<file path="src/rtl/spr_gamma_pkg.sv">
// Shared constants and FSM encoding for the re-gamma segment search.
package spr_gamma_pkg;

    localparam int LIN_W   = 11;
    localparam int CODE_W  = 5;
    localparam int NUM_CH  = 3;
    localparam int SEG_NUM = 32;

    typedef enum logic [1:0] {
        IDLE   = 2'd0,
        SEARCH = 2'd1,
        FETCH  = 2'd2,
        DONE   = 2'd3
    } state_e;

endpackage

</file>
<file path="src/rtl/spr_de_gamma_lut.sv">
// De-gamma breakpoint table: returns b[idx] and b[idx+1] for one segment index.
module spr_de_gamma_lut
    import spr_gamma_pkg::*;
(
    input  logic [CODE_W-1:0] idx_i,
    output logic [LIN_W-1:0]  lobound_o,
    output logic [LIN_W-1:0]  upbound_o
);

    // b[SEG_NUM] is the closing bound of the last segment.
    function automatic logic [LIN_W-1:0] bp(input logic [CODE_W:0] k);
        logic [LIN_W-1:0] v;
        case (k)
            6'd0:    v = 11'd0;
            6'd1:    v = 11'd32;
            6'd2:    v = 11'd64;
            6'd3:    v = 11'd96;
            6'd4:    v = 11'd128;
            6'd5:    v = 11'd160;
            6'd6:    v = 11'd192;
            6'd7:    v = 11'd224;
            6'd8:    v = 11'd256;
            6'd9:    v = 11'd288;
            6'd10:   v = 11'd320;
            6'd11:   v = 11'd352;
            6'd12:   v = 11'd384;
            6'd13:   v = 11'd424;
            6'd14:   v = 11'd462;
            6'd15:   v = 11'd502;
            6'd16:   v = 11'd576;
            6'd17:   v = 11'd648;
            6'd18:   v = 11'd728;
            6'd19:   v = 11'd808;
            6'd20:   v = 11'd880;
            6'd21:   v = 11'd952;
            6'd22:   v = 11'd1084;
            6'd23:   v = 11'd1200;
            6'd24:   v = 11'd1312;
            6'd25:   v = 11'd1424;
            6'd26:   v = 11'd1536;
            6'd27:   v = 11'd1648;
            6'd28:   v = 11'd1760;
            6'd29:   v = 11'd1856;
            6'd30:   v = 11'd1952;
            6'd31:   v = 11'd2038;
            default: v = 11'd2040;
        endcase
        return v;
    endfunction

    logic [CODE_W:0] idx_ext;

    assign idx_ext   = {1'b0, idx_i};
    assign lobound_o = bp(idx_ext);
    assign upbound_o = bp(idx_ext + 6'd1);

endmodule

</file>
<file path="src/rtl/spr_re_gamma_ctrl.sv">
// Inverse de-gamma sequencer: per-channel binary search over one shared LUT,
// returning segment code, clamped residue and span for the re-gamma interpolator.
//   state  | meaning
//   IDLE   | waiting for a pixel, in_ready high
//   SEARCH | one trial bit of the binary search per cycle
//   FETCH  | LUT at final k, commit code/res/span for current channel
//   DONE   | result presented until out_ready
module spr_re_gamma_ctrl #(
    parameter int NUM_CH = spr_gamma_pkg::NUM_CH,
    parameter int LIN_W  = spr_gamma_pkg::LIN_W,
    parameter int CODE_W = spr_gamma_pkg::CODE_W
) (
    input  logic                     clk,
    input  logic                     rst_n,
    input  logic                     in_valid,
    output logic                     in_ready,
    input  logic [NUM_CH*LIN_W-1:0]  in_lin,
    output logic                     out_valid,
    input  logic                     out_ready,
    output logic [NUM_CH*CODE_W-1:0] out_code,
    output logic [NUM_CH*LIN_W-1:0]  out_res,
    output logic [NUM_CH*LIN_W-1:0]  out_span
);

    localparam int CH_W  = (NUM_CH > 1) ? $clog2(NUM_CH) : 1;
    localparam int BIT_W = $clog2(CODE_W);
    localparam logic [BIT_W-1:0]  BIT_TOP   = BIT_W'(CODE_W - 1);
    localparam logic [CODE_W-1:0] IDX_FIRST = CODE_W'(1) << (CODE_W - 1);
    localparam logic [CH_W-1:0]   CH_LAST   = CH_W'(NUM_CH - 1);

    spr_gamma_pkg::state_e state_q, state_d;

    logic [NUM_CH*LIN_W-1:0] lin_q, lin_d;
    logic [CODE_W-1:0]       k_q, k_d;
    logic [CODE_W-1:0]       idx_q, idx_d;
    logic [BIT_W-1:0]        bit_q, bit_d;
    logic [CH_W-1:0]         ch_q, ch_d;

    logic [LIN_W-1:0]  lobound, upbound;
    logic [LIN_W-1:0]  x_sel, span_w, diff_w, res_w;
    logic [CODE_W-1:0] k_hit;
    logic              commit;

    logic [CODE_W-1:0] code_q [NUM_CH];
    logic [LIN_W-1:0]  res_q  [NUM_CH];
    logic [LIN_W-1:0]  span_q [NUM_CH];

    spr_de_gamma_lut u_lut (
        .idx_i     (idx_q),
        .lobound_o (lobound),
        .upbound_o (upbound)
    );

    always_comb begin
        x_sel  = lin_q[int'(ch_q)*LIN_W +: LIN_W];
        k_hit  = (lobound <= x_sel) ? idx_q : k_q;
        span_w = upbound - lobound;
        // Only meaningful in FETCH, where lobound <= x by construction.
        diff_w = x_sel - lobound;
        res_w  = (diff_w > span_w) ? span_w : diff_w;
    end

    always_comb begin
        state_d = state_q;
        lin_d   = lin_q;
        k_d     = k_q;
        idx_d   = idx_q;
        bit_d   = bit_q;
        ch_d    = ch_q;
        commit  = 1'b0;
        unique case (state_q)
            spr_gamma_pkg::IDLE: begin
                if (in_valid) begin
                    lin_d   = in_lin;
                    ch_d    = '0;
                    k_d     = '0;
                    bit_d   = BIT_TOP;
                    idx_d   = IDX_FIRST;
                    state_d = spr_gamma_pkg::SEARCH;
                end
            end
            spr_gamma_pkg::SEARCH: begin
                k_d = k_hit;
                if (bit_q == '0) begin
                    idx_d   = k_hit;
                    state_d = spr_gamma_pkg::FETCH;
                end else begin
                    bit_d = bit_q - BIT_W'(1);
                    idx_d = k_hit | (CODE_W'(1) << (bit_q - BIT_W'(1)));
                end
            end
            spr_gamma_pkg::FETCH: begin
                commit = 1'b1;
                if (ch_q == CH_LAST) begin
                    state_d = spr_gamma_pkg::DONE;
                end else begin
                    ch_d    = ch_q + CH_W'(1);
                    k_d     = '0;
                    bit_d   = BIT_TOP;
                    idx_d   = IDX_FIRST;
                    state_d = spr_gamma_pkg::SEARCH;
                end
            end
            spr_gamma_pkg::DONE: begin
                if (out_ready) begin
                    state_d = spr_gamma_pkg::IDLE;
                end
            end
            default: state_d = spr_gamma_pkg::IDLE;
        endcase
    end

    always_ff @(posedge clk or negedge rst_n) begin
        if (!rst_n) begin
            state_q <= spr_gamma_pkg::IDLE;
            lin_q   <= '0;
            k_q     <= '0;
            idx_q   <= '0;
            bit_q   <= '0;
            ch_q    <= '0;
        end else begin
            state_q <= state_d;
            lin_q   <= lin_d;
            k_q     <= k_d;
            idx_q   <= idx_d;
            bit_q   <= bit_d;
            ch_q    <= ch_d;
        end
    end

    always_ff @(posedge clk or negedge rst_n) begin
        if (!rst_n) begin
            for (int i = 0; i < NUM_CH; i++) begin
                code_q[i] <= '0;
                res_q[i]  <= '0;
                span_q[i] <= '0;
            end
        end else if (commit) begin
            for (int i = 0; i < NUM_CH; i++) begin
                if (ch_q == CH_W'(i)) begin
                    code_q[i] <= k_q;
                    res_q[i]  <= res_w;
                    span_q[i] <= span_w;
                end
            end
        end
    end

    for (genvar g = 0; g < NUM_CH; g++) begin : g_out
        assign out_code[g*CODE_W +: CODE_W] = code_q[g];
        assign out_res[g*LIN_W +: LIN_W]    = res_q[g];
        assign out_span[g*LIN_W +: LIN_W]   = span_q[g];
    end

    assign in_ready  = (state_q == spr_gamma_pkg::IDLE);
    assign out_valid = (state_q == spr_gamma_pkg::DONE);

endmodule

</file>
<file path="config.mk">
export PLATFORM = sky130hd
export DESIGN_NAME = spr_re_gamma_ctrl
export DESIGN_NICKNAME = d
export VERILOG_FILES = /design/src/rtl/spr_gamma_pkg.sv /design/src/rtl/spr_de_gamma_lut.sv /design/src/rtl/spr_re_gamma_ctrl.sv
export SDC_FILE = /design/constraint.sdc
export NUM_CORES = 1
export LEC_CHECK = 0
export ABC_AREA = 1
export ABC_CLOCK_PERIOD_IN_PS = 4410
export CAP_MARGIN = 20
export CORE_MARGIN = 5
export CORE_UTILIZATION = 30
export DETAILED_ROUTE_END_ITERATION = 10
export RECOVER_POWER = 100
export SLEW_MARGIN = 20
export SYNTH_ARGS = -nofsm -noshare
export SYNTH_HDL_FRONTEND = slang
export SYNTH_SLANG_ARGS = --single-unit
</file>
<file path="constraint.sdc">
create_clock -name clk -period 4.41 [get_ports clk]
set_input_delay 0.6615 -clock clk [delete_from_list [all_inputs] [get_ports clk]]
set_output_delay 0.6615 -clock clk [all_outputs]
set_load 0.02 [all_outputs]
</file>
After elaboration in Yosys (flattened, before gate mapping)
Memory sizes are Yosys's and may differ from the RTL's.
Index checks and enable logic that the tools add are counted.
{ "word_totals": {"ff_bits": 131, "mem_bits_ro": 640, "inputBits": 37, "out_inout_bits": 83, "mem_count": 2} }
{ "mem_list": {"columns": ["name", "depth", "word_bits", "read_ports", "rd_clocked_by_memory_dff", "write_ports", "line", "rtl"], "rows": [
  ["(name not given)", 32, 10, 1, 0, 0, "spr_de_gamma_lut.sv:13", "case (k)"],
  ["(name not given)", 32, 10, 1, 0, 0, "spr_de_gamma_lut.sv:13", null]
]} }
{ "op_classes": {"addsub": 5, "multipliers": 1, "order_cmp": 2, "n_eq_ne": 10, "shift": 2, "mux": 23, "bitwise_logic": 1, "n_reduce_logical": 13} }
{ "ops": {"columns": ["op", "count"], "rows": [
  ["$shiftx 33x7->11", 1],
  ["$mux 5", 6],
  ["$pmux 5 s3", 2],
  ["$mux 11", 2],
  ["$sub 11x11->11", 2],
  ["$mux 2", 6],
  ["$gt 11x11->1", 1],
  ["$le 11x11->1", 1],
  ["$mux 3", 3],
  ["$pmux 3 s3", 1],
  ["$reduce_and 3->1", 3],
  ["$ne 2x2->1 const B", 4],
  ["$pmux 2 s4", 1],
  ["$reduce_and 2->1", 4],
  ["$add 5x1->6 const B", 1],
  ["$eq 2x2->1 const B", 3],
  ["$mul 2x4->6 const B", 1],
  ["$or 5x5->5", 1],
  ["$shl 1x3->5 const A", 1],
  ["$eq 2x1->1 const B", 2],
  ["$logic_not 2->1", 2],
  ["$pmux 2 s2", 1],
  ["$reduce_and 4->1", 1],
  ["$logic_not 3->1", 1],
  ["other kinds (6)", 6]
]} }

Logic depth before layout (Yosys ltp)
{ "depth": {"ltp_word": 7, "ltp_mapped": 31, "depth_no_buf": 29} }

Hierarchy
A second synthesis with hierarchy kept.
{ "hier_totals": {"hier_cells": 970, "hier_area_um2": 7836.3} }
{ "by_module_without_submodules": {"columns": ["mod", "n_inst", "cells_per_inst", "area_per_inst_um2", "seq_area_each_um2"], "rows": [
  ["spr_re_gamma_ctrl", 1, 808, 6984.2, 3278.1],
  ["spr_de_gamma_lut", 1, 162, 852.1, 0.0]
]} }

Worst setup path before layout
No wires, ideal clock.
{ "synth_timing": {"kind": "flip-flop to flip-flop", "from": "register idx_q[1]", "to": "register res_q (netlist bit out_res[14])", "t_arrival_ps": 4166, "required_time_ps": 4276, "slack_ps": 110, "path_stages_with_launch": 27, "n_path_buf": 1, "synth_period_minus_slack_ps": 4300, "path_cell_list": "dfrtp_1 > ha_1 > inv_1 > ha_1 > inv_2 > o31ai_1 > nand2_1 > o21ai_0 > ha_1 > a21o_1 > nand2_2 > nand2_2 > nand2_2 > and2_1 > inv_1 > ha_1 > nand2_1 > o21a_1 > o21ai_0 > nand3_1 > nand2_1 > nand3_1 > nand2_1 > nand2_1 > buf_2 > o21ai_0 > o21ai_0"} }
{ "synth_between": {"elab_chain_len": 6, "word_cells_on_any_way": 8, "classes_between": "3 x add/sub; 1 x order compare; 2 x mux; 2 x memory"} }
{ "synth_lines": {"columns": ["item", "line", "rtl"], "rows": [
  ["start, declared", "spr_re_gamma_ctrl.sv:35", "logic [CODE_W-1:0] idx_q, idx_d;"],
  ["start signal, assigned", "spr_re_gamma_ctrl.sv:125", "idx_q <= idx_d;"],
  ["$add 5x1->6", "spr_de_gamma_lut.sv:55", "assign upbound_o = bp(idx_ext + 6'd1);"],
  ["$mem_v2 32x10", null, null],
  ["$mux 11", "spr_de_gamma_lut.sv:13", null],
  ["$sub 11x11->11", "spr_re_gamma_ctrl.sv:57", "span_w = upbound - lobound;"],
  ["$gt 11x11->1", "spr_re_gamma_ctrl.sv:60", "res_w = (diff_w > span_w) ? span_w : diff_w;"],
  ["$mux 11 *", "spr_re_gamma_ctrl.sv:60", null],
  ["end signal, assigned by index", "spr_re_gamma_ctrl.sv:142", "res_q[i] <= res_w;"],
  ["end, declared", "spr_re_gamma_ctrl.sv:45", "logic [LIN_W-1:0] res_q [NUM_CH];"]
]} }
Mark *: on every way between the ends. The rest lies on a longest branch, timed or not.
A chain may end at the register's enable or synchronous reset.

Worst setup path after layout
{ "layout_timing": {"from": "register idx_q[1]", "to": "register res_q (netlist bit out_res[18])"} }
The elaborated chain is that of the path after synthesis.

==> impl_metrics.py <==
metrics = {
    "sta": {
        "setup_viol": 0,
        "fin_crit_ps": 4088,
        "whs_ps": 473.5,
        "max_slew_margin": -1.109,
        "fmax_ghz": 0.2446,
        "setup_slack_ps": 322.0,
        "fin_crit_sh": 0.9270,
        "final-max-slew-violation-count": 165,
        "finalClockSkew_ps": 12.19,
        "worstMarginPinSlew_ps": 3164,
        "setup_tns_ps": 0,
        "final_hold_viol_count": 0,
    },
    "global_routing": {
        "grt_pass1_wl_mm": 32.04,
        "grt-ovfl-total": 0,
        "grt_pass1_vias": 6076,
        "track_usage": 0.1480,
        "antenna_found_initial": 0,
        "grt_max_degree": 129,
    },
    "floorplanning": {
        "core_area_um2": 23610,
        "die_x_um": 165.2,
        "num_io_pins": 120,
        "rows": 56,
        "die_h_um": 165.2,
        "initial_core_util": 0.3059,
        "die_area_um2": 27280,
    },
    "critical_path": {
        "cp-end-kind": "flip-flop",
        "critPathMaxFanout": 9,
        "r2r_cells": 24,
        "startpoint_type": "flip-flop",
        "slowest_stage": "dfrtp_1",
        "critPathMaxStageDelay_ps": 340,
        "critPathRequiredTime_ps": 4720,
        "cp.depth": 24,
        "crit_type": "reg -> reg",
        "cp_num_buf_inv": 4,
        "path_cells": "buf_4 > inv_1 > ha_1 > buf_4 > nand2_1 > a31oi_2 > ha_1 > a21oi_1 > o21ai_0 > a21o_1 > or2_1 > nand2_1 > ha_1 > a21oi_1 > o21ai_1 > nand3_1 > nand2_1 > nand3_1 > nand2_2 > nand2_2 > buf_4 > nand3_1 > nand3_1 > nand2_1",
        "critPathArrivalTime_ps": 4400,
        "crit_family": "simple AND/OR/NAND/NOR gates",
    },
    "yosys": {
        "synth.distinct_cells": 48,
        "synth-edff-count": 0,
        "yosysWarnings": 0,
        "ys_ff_latch": 128,
        "ys.flop_type": "dfrtp_1",
        "syn_inst": 855,
        "syn_area_per_cell_um2": 8.448,
        "yosysSeqAreaShare": 0.4434,
        "ys_async_sr_fraction": 1.000,
        "synthesis.area_um2": 7223,
    },
    "finish": {
        "fillCellCount": 2395,
        "drive_above_1_share": 0.1696,
        "nets": 1091,
        "areaGrowthSynthToFinish_pct": 34.82,
        "antenna_cells": 0,
    },
    "clock_tree": {
        "clkSlewWorstSetupHoldPaths_ps": 60,
        "ctsLongestPathBuffers": 2,
        "cts-root-buf": "clkbuf_16",
        "cts_inserted_buffers": 17,
        "cts_sinks": 128,
        "tritoncts": "done",
        "h-tree-depth": 4,
        "cts_hold_buf": 0,
        "clk_latency_ps": 430,
    },
    "detailed_routing": {
        "vias": 6288,
        "wire_per_inst_um": 15.02,
        "antenna_left": 0,
        "drc": 0,
        "first_pass_iters": 5,
        "drt_iter0_drc": 486,
        "via_per_inst": 4.696,
        "finalWirelength_mm": 20.11,
    },
    "worst_hold_path": {
        "hold_path.class": "reg -> reg",
        "hold_depth": 2,
    },
    "outcome": {
        "outcome": "finished, violations left",
        "violations": "capacitance limit, slew limit",
    },
    "place": {
        "io_buffers": 116,
        "dpl.hpwl_mm": 15.10,
        "gp_congestion": 0.8886,
        "post-place-ws_ps": 23.19,
    },
    "job": {
        "max_cap_violations": 2,
    },
}
cell type report:
| cell class | instances | area (µm²) | area share |
|---|---|---|---|
| clock inverter | 11 | 178.9 | 0.01837 |
| tap | 319 | 399.1 | 0.04099 |
| clock buffer | 21 | 470.5 | 0.04831 |
| multi-input combinational | 624 | 3706 | 0.3806 |
| sequential | 128 | 3203 | 0.3289 |
| timing repair buffer | 164 | 1505 | 0.1546 |
| inverter | 72 | 275.3 | 0.02827 |
state kept, by name, summed over array words and instances, names as in the netlist:
register,count
bit_q,3
ch_q,2
idx_q,5
k_q,5
lin_q,33
out_code,15
out_res,33
out_span,30
state_q,2
per-layer routing:
metal | global-route usage | wire length [µm]
met5 | 0 | 0
met3 | 0.03450 | 1116
met4 | 0.04159 | 305
met2 | 0.2305 | 9034
met1 | 0.2061 | 9650
layout by cell type, fill, tap and decap left out, types with 3 or more instances in the layout:
| cell type | instances |
|---|---|
| buf_4 | 44 |
| dfrtp_1 | 128 |
| o221ai_1 | 3 |
| o22ai_1 | 3 |
| nor3_1 | 3 |
| clkbuf_16 | 17 |
| nand3_2 | 7 |
| a21oi_1 | 26 |
| nor2_1 | 47 |
| clkdlybuf4s50_1 | 34 |
| ha_1 | 42 |
| o21ai_2 | 15 |
| and2_1 | 3 |
| or2_2 | 3 |
| inv_2 | 5 |
| o21ai_1 | 13 |
| nand4_1 | 8 |
| mux2_2 | 32 |
| bufinv_16 | 4 |
| o21ai_0 | 89 |
| nand2_1 | 214 |
| conb_1 | 3 |
| a21oi_2 | 5 |
| clkbuf_8 | 3 |
| and2_4 | 4 |
| nand3_1 | 52 |
| clkbuf_1 | 4 |
| dlygate4sd3_1 | 81 |
| o211ai_1 | 6 |
| nand2_2 | 8 |
| inv_1 | 64 |
| clkinvlp_4 | 4 |
| o21a_1 | 3 |
through the flow:
step / instance area [µm²] / utilization / cells
detailed placement: 8960 / 0.3795 / 1303
CTS: 9609 / 0.4070 / 1335
finish: 9738 / 0.4124 / 1339
global placement: 8960 / 0.3795 / 1303
floorplan: 7231 / - / 857
global route: 9738 / 0.4124 / 1339
cell usage after synthesis (3+ instances only):
cell type	n	share of area
clkbuf_1	22	0.011
nand3_2	5	0.0069
o22ai_1	3	0.0026
and2_1	3	0.0026
o211ai_1	6	0.0062
xor2_1	3	0.0036
buf_4	6	0.0062
inv_2	5	0.0026
or2_2	3	0.0026
nand4_1	8	0.0069
and2_4	4	0.0048
o21ai_1	12	0.0083
nor3_1	5	0.0035
buf_6	3	0.0047
nand2_2	7	0.0061
inv_1	66	0.034
ha_1	45	0.078
mux2_2	32	0.050
a21oi_1	31	0.021
nand3_1	54	0.037
dfrtp_1	128	0.44
o21ai_0	95	0.066
o21ai_2	10	0.012
o221ai_1	3	0.0036
o21a_1	3	0.0031
nor2_1	48	0.025
xnor2_1	3	0.0036
nand2_1	215	0.11
worst paths after layout:
kind / start / endpoint / slack (ps)
setup / recovery: idx_q[1] / out_res[18] / 320
hold / removal: out_res[16] / out_res[16] / 470
setup reg to reg: idx_q[1] / out_res[18] / 320
hold reg to reg: out_res[16] / out_res[16] / 470
max in group asynchronous: rst_n / lin_q[1] / 1160
min in group asynchronous: rst_n / out_code[4] / 1360
logic make-up (layout without fill, tap and decap cells):
family | Yosys count | in the layout | synth area share
compound gates | 177 | 177 | 0.1382
xor+xnor | 7 | 7 | 0.009529
fa+ha+maj | 47 | 47 | 0.08349
buf+inv | 105 | 268 | 0.06115
flops | 128 | 128 | 0.4434
mux | 32 | 32 | 0.04989
other cells | 1 | 3 | 0.0005192
simple gates | 358 | 358 | 0.2138
worst min-delay path, cell delays in order (launching register included):
cell	delay (ps)
dfrtp_1	340
nand2_1	50
nand2_1	50
what timing repair did:
item	CTS	global route
setup endpoints to repair	0	31
setup buffers	0	4
resized for setup	0	39
Power is not shown: default switching activity piles up to over one toggle a cycle in this logic, so the estimate is an artifact.
